==> src/rtl/ahb_slave_regbank.sv <==
//==============================================================================
// Module : ahb_slave_regbank
// Desc   : AHB-Lite word register bank with programmable wait states and a
//          two-cycle ERROR response.
// Rev    : 1.0
//==============================================================================
`default_nettype none

module ahb_slave_regbank #(
    parameter int              DATA_WIDTH  = 32,
    parameter int              ADDR        = 32,
    parameter int              DEPTH       = 16,
    parameter int              WAIT_STATES = 1,
    parameter logic [ADDR-1:0] BASE_ADDR   = '0
) (
    input  logic                  i_clk_ahb,
    input  logic                  i_rstn_ahb,
    input  logic                  i_hsel,
    input  logic [ADDR-1:0]       i_haddr,
    input  logic [1:0]            i_htrans,
    input  logic                  i_hwrite,
    input  logic [2:0]            i_hsize,
    input  logic [2:0]            i_hburst,
    input  logic [3:0]            i_hprot,
    input  logic                  i_hmastlock,
    input  logic [DATA_WIDTH-1:0] i_hwdata,
    input  logic                  i_hready,
    output logic                  o_hreadyout,
    output logic                  o_hresp,
    output logic [DATA_WIDTH-1:0] o_hrdata
);

    localparam int IDX_W = (DEPTH > 1) ? $clog2(DEPTH) : 1;

    localparam logic [2:0] c_st_idle   = 3'd0;
    localparam logic [2:0] c_st_wait   = 3'd1;
    localparam logic [2:0] c_st_access = 3'd2;
    localparam logic [2:0] c_st_err1   = 3'd3;
    localparam logic [2:0] c_st_err2   = 3'd4;

    localparam logic [2:0]      c_size_word = 3'b010;
    localparam logic [ADDR-1:0] c_depth     = ADDR'(DEPTH);
    localparam logic [4:0]      c_wait      = 5'(WAIT_STATES);

    logic [2:0]            r_state;
    logic [2:0]            w_next;
    logic [2:0]            w_launch;
    logic [3:0]            r_cnt;
    logic [IDX_W-1:0]      r_idx;
    logic                  r_write;
    logic                  r_err;
    logic [DATA_WIDTH-1:0] r_regs [DEPTH];

    wire            w_capture   = i_hsel & i_hready & i_htrans[1];
    wire [ADDR-1:0] w_offset    = i_haddr - BASE_ADDR;
    wire [ADDR-1:0] w_idx_full  = w_offset >> 2;
    wire            w_err       = (i_hsize != c_size_word) | (i_haddr[1:0] != 2'b00)
                                | (i_haddr < BASE_ADDR) | (w_idx_full >= c_depth);
    wire            w_wait_done = (({1'b0, r_cnt} + 5'd1) == c_wait);
    wire            w_wr_en     = (r_state == c_st_access) & r_write & ~r_err;
    wire            w_unused    = ^{i_htrans[0], i_hburst, i_hprot, i_hmastlock, w_offset[1:0]};

    always_ff @(posedge i_clk_ahb or negedge i_rstn_ahb) begin
        if (!i_rstn_ahb) begin
            r_state <= c_st_idle;
        end else begin
            r_state <= w_next;
        end
    end

    always_comb begin
        w_launch = c_st_wait;
        if (w_err) begin
            w_launch = c_st_err1;
        end else if (WAIT_STATES == 0) begin
            w_launch = c_st_access;
        end

        w_next = c_st_idle;
        case (r_state)
            c_st_idle, c_st_access, c_st_err2: begin
                if (w_capture) begin
                    w_next = w_launch;
                end
            end
            c_st_wait:  w_next = w_wait_done ? c_st_access : c_st_wait;
            c_st_err1:  w_next = c_st_err2;
            default:    w_next = c_st_idle;
        endcase
    end

    // Read data is only driven during the completing cycle of a read.
    always_comb begin
        o_hreadyout = 1'b1;
        o_hresp     = 1'b0;
        o_hrdata    = '0;
        case (r_state)
            c_st_wait: begin
                o_hreadyout = 1'b0;
            end
            c_st_access: begin
                if (!r_write) begin
                    o_hrdata = r_regs[r_idx];
                end
            end
            c_st_err1: begin
                o_hreadyout = 1'b0;
                o_hresp     = 1'b1;
            end
            c_st_err2: begin
                o_hresp     = 1'b1;
            end
            default: ;
        endcase
    end

    always_ff @(posedge i_clk_ahb or negedge i_rstn_ahb) begin
        if (!i_rstn_ahb) begin
            r_idx   <= '0;
            r_write <= 1'b0;
            r_err   <= 1'b0;
        end else if (w_capture) begin
            r_idx   <= w_idx_full[IDX_W-1:0];
            r_write <= i_hwrite;
            r_err   <= w_err;
        end
    end

    always_ff @(posedge i_clk_ahb or negedge i_rstn_ahb) begin
        if (!i_rstn_ahb) begin
            r_cnt <= '0;
        end else if (r_state == c_st_wait) begin
            r_cnt <= w_wait_done ? 4'd0 : r_cnt + 4'd1;
        end else begin
            r_cnt <= '0;
        end
    end

    always_ff @(posedge i_clk_ahb or negedge i_rstn_ahb) begin
        if (!i_rstn_ahb) begin
            for (int i = 0; i < DEPTH; i++) begin
                r_regs[i] <= '0;
            end
        end else if (w_wr_en) begin
            r_regs[r_idx] <= i_hwdata;
        end
    end

endmodule

`default_nettype wire

==> config.mk <==
export PLATFORM = sky130hd
export DESIGN_NAME = ahb_slave_regbank
export DESIGN_NICKNAME = d
export VERILOG_FILES = /design/src/rtl/ahb_slave_regbank.sv
export SDC_FILE = /design/constraint.sdc
export NUM_CORES = 1
export LEC_CHECK = 0
export ABC_AREA = 1
export CORE_ASPECT_RATIO = 1.4
export CORE_UTILIZATION = 35
export CTS_CLUSTER_DIAMETER = 50
export DETAILED_ROUTE_END_ITERATION = 8
export GPL_ROUTABILITY_DRIVEN = 0
export PLACE_DENSITY = 0.49
export SYNTH_ARGS = -nofsm -noshare
export SYNTH_HDL_FRONTEND = slang
export SYNTH_SLANG_ARGS = --single-unit
==> constraint.sdc <==
create_clock -name i_clk_ahb -period 3.6 [get_ports i_clk_ahb]
set_input_delay 0.9 -clock i_clk_ahb [delete_from_list [all_inputs] [get_ports i_clk_ahb]]
set_output_delay 0.9 -clock i_clk_ahb [all_outputs]
set_load 0.005 [all_outputs]
==> results.py <==
metrics = {
    "route": {
        "viasPerCell": 4.90,
        "routed_wl_um": 79300,
        "drc": 0,
        "postRouteAntennaNets": 0,
        "drtIter0Drc": 1620,
        "first_pass_iters": 5,
        "vias": 21400,
        "wire_per_inst_um": 18.1,
    },
    "sta": {
        "post-route-min-period_ns": 3.64,
        "drv_slew": 0,
        "relSlewSlack": 0.365,
        "max_freq_ghz": 0.275,
        "rsz0062_at_grt": "true",
        "final.hold.worst_slack_ns": 0.258,
        "finClkSkew_ns": 0.0196,
        "finalHoldViolations": 0,
        "setup_viol": 1,
        "fin_ws_ns": -0.0369,
        "period_share": 1.01,
        "worst_slew_pin_slew_ns": 0.952,
    },
    "hold_path": {
        "hp-class": "in -> async",
    },
    "cts": {
        "cts_buffer_depth": 3,
        "htreeDepth": 2,
        "cts.sinks": 525,
        "cts_tree": "built",
        "insertion_delay_ns": 0.64,
        "cts-buffers-inserted": 57,
        "clk_pin_slew_ns": 0.06,
        "cts_root_buffer": "clkbuf_16",
        "cts_hold_buf": 0,
    },
    "die": {
        "die_area_mm2": 0.0718,
        "die_h_um": 317,
        "start_util": 0.353,
        "row_count": 115,
        "io_pins": 116,
        "fp.dieW_um": 227,
        "coreArea_mm2": 0.0701,
    },
    "placed_design": {
        "dp_slack_ns": 0.391,
        "port_buffers": 106,
        "dp_cells": 4228,
        "hpwl_um": 42700,
    },
    "logic_synthesis": {
        "netlist_instances": 3343,
        "async_flop_share": 1.00,
        "synthTopCellsByArea": "dfrtp_1 53%, nand2_1 29%, o21ai_0 9.4%, clkbuf_1 1.8%, buf_2 1.3%",
        "yosysWarningCount": 0,
        "synth_area_mm2": 0.0247,
        "synthMuxAreaShare": 0,
        "synth_fa_ha_area_frac": 0.00101,
        "seq_area_frac_synth": 0.531,
        "synth_common_cells": "1,886 x nand2_1, 525 x dfrtp_1, 467 x o21ai_0",
        "synth.most_common_cell": "nand2_1",
        "synth_top_area_frac": 0.531,
        "syn_nets": 3427,
        "synth-main-ff-cell": "dfrtp_1",
        "syn_avg_cell_area_um2": 7.40,
        "yosys.area_share.simple": 0.313,
        "ys_ff_latch": 525,
        "synth-compound-area-share": 0.105,
        "netlist.top_cell.by_area": "dfrtp_1",
        "synth-edff-count": 0,
        "yosys.area_share.xor_xnor": 0.000708,
        "synth_top_family_by_area": "simple AND/OR/NAND/NOR gates",
        "yosysUniqueCellTypes": 23,
    },
    "critical_path": {
        "r2r_cells": 7,
        "start_kind": "register",
        "critPathLaunch": "r_idx[0]$_DFFE_PN0P_",
        "cp_data_arrival_time_ns": 2.74,
        "crit_fanout": 23,
        "critPathCaptureType": "primary output",
        "cp_data_required_time_ns": 2.70,
        "r2r_start": "r_idx[0]$_DFFE_PN0P_",
        "crit_type": "reg -> out",
    },
    "final_layout": {
        "diodes": 0,
        "syn_to_final_growth_pct": 20.5,
        "drive_gt1_frac": 0.0750,
        "n_fill_cell": 7123,
        "fin_cells": 4375,
        "nets": 3474,
    },
    "status": {
        "violations": "negative setup slack",
        "outcome": "finished, violations left",
    },
    "flow_run": {
        "drv_cap": 0,
    },
    "pwr": {
        "ir_worst_vdd_v": 0.000328,
        "p_int_uw": 12500,
        "netSwitchingPower_uw": 5980,
        "p_sw_frac": 0.323,
        "p_leak_uw": 0.0163,
        "p_comb_frac": 0.250,
        "pwr-share-seq": 0.423,
        "clockPowerShare": 0.327,
        "power_density_mw_per_mm2": 620,
    },
    "global_route": {
        "grt_pass1_vias": 20600,
        "gr-total-overflow": 0,
        "grt_pass1_wl_um": 123000,
        "grt.total_usage": 0.223,
        "antenna_found_initial": 0,
        "grt_max_degree": 75,
    },
}
[registers in the layout, indices dropped and copies added, names as in the netlist]
signal	cells
r_state	3
r_cnt	4
r_idx	4
r_err	1
r_regs	512
r_write	1
[final cells by class]
class	instances	area [um2]	area share
sequential	525	13100	0.441
multi-input combinational	2525	10500	0.351
timing repair buffer	218	2840	0.0953
clock buffer	84	1710	0.0574
tap	936	1170	0.0393
inverter	62	250	0.00839
clock inverter	24	218	0.00730
timing repair inverter	1	16.3	0.000545
[power by group through the flow]
stage          combinational, uW  clock [uW]  sequential, uW
6_report                    4620        6040            7830
5_1_grt                     5340        6390            7980
2_1_floorplan               2950           0            7730
4_1_cts                     4550        6190            7810
3_5_place_dp                4220           0            7910
3_3_place_gp                4160           0            7850
[per-layer routing]
layer	vias to the layer above	GRT usage	routed length (um)
met5	-	0	0
li1	10500	-	-
met3	107	0.0249	2830
met1	10400	0.285	34700
met2	431	0.399	40100
met4	0	0.0541	1650
[cells in the final DEF, fill, tap and decap left out, types with 5 or more instances in the layout]
| master | instances |
|---|---|
| buf_12 | 31 |
| buf_16 | 18 |
| buf_4 | 50 |
| clkbuf_1 | 11 |
| clkbuf_16 | 66 |
| clkbuf_8 | 14 |
| clkdlybuf4s50_1 | 75 |
| clkinv_2 | 14 |
| dfrtp_1 | 523 |
| dlygate4sd2_1 | 11 |
| dlymetal6s2s_1 | 13 |
| inv_1 | 56 |
| nand2_1 | 1883 |
| nand3_1 | 5 |
| nand3_4 | 16 |
| nor2_1 | 73 |
| nor2_2 | 11 |
| o21ai_0 | 467 |
| o21ai_1 | 51 |
[repair_timing]
| action | in CTS | in global routing |
|---|---|---|
| cloned | 11 | 7 |
| pin swaps | 0 | 2 |
| hold endpoints to repair | 0 | 0 |
| endpoints found under the setup margin | 32 | 15 |
| setup buffers | 11 | 10 |
| resized for setup | 58 | 31 |
[logic make-up (layout without fill, tap and decap cells)]
| logic type | Yosys count | after routing |
|---|---|---|
| AO/OA/AOI/OAI | 518 | 518 |
| flip-flops | 525 | 525 |
| AND/OR/NAND/NOR | 2003 | 2003 |
| buffers and inverters | 293 | 389 |
| XOR/XNOR | 2 | 2 |
| adder cells (fa/ha/maj) | 2 | 2 |
[per-stage QoR]
step | total power [uW] | setup TNS [ns] | utilization | cell area [um2]
after global routing | 19700 | -0.414 | 0.426 | 29800
final | 18500 | -0.0369 | 0.426 | 29800
after global placement | 12000 | 0 | 0.386 | 27000
after floorplan | 10700 | 0 | - | 24700
after detailed placement | 12100 | 0 | 0.386 | 27000
after CTS | 18600 | -1.01 | 0.421 | 29500
[path summary, 6_finish.rpt]
check / endpoint / slack, ns
max reg2reg: r_regs[124]$_DFFE_PN0P_ / 0.88
max: o_hrdata[12] / -0.04
max in group asynchronous: r_regs[158]$_DFFE_PN0P_ / 2.42
min: r_regs[197]$_DFFE_PN0P_ / 0.26
min in group i_clk_ahb: r_regs[44]$_DFFE_PN0P_ / 0.48
min reg2reg: r_regs[44]$_DFFE_PN0P_ / 0.48
[critical path, stage by stage, from the launching register on]
cell             delay [ns]
dfrtp_4                0.56
buf_6                  0.19
buf_16                 0.17
nand2_1                0.07
nand2_1                0.06
nand2_1                0.04
nand2_1                0.07
nand2_1                0.05
nand2_1                0.10
nor2_1                 0.06
nor2_2                 0.17
clkdlybuf4s50_1        0.54
(Power assumes the default switching activity.)
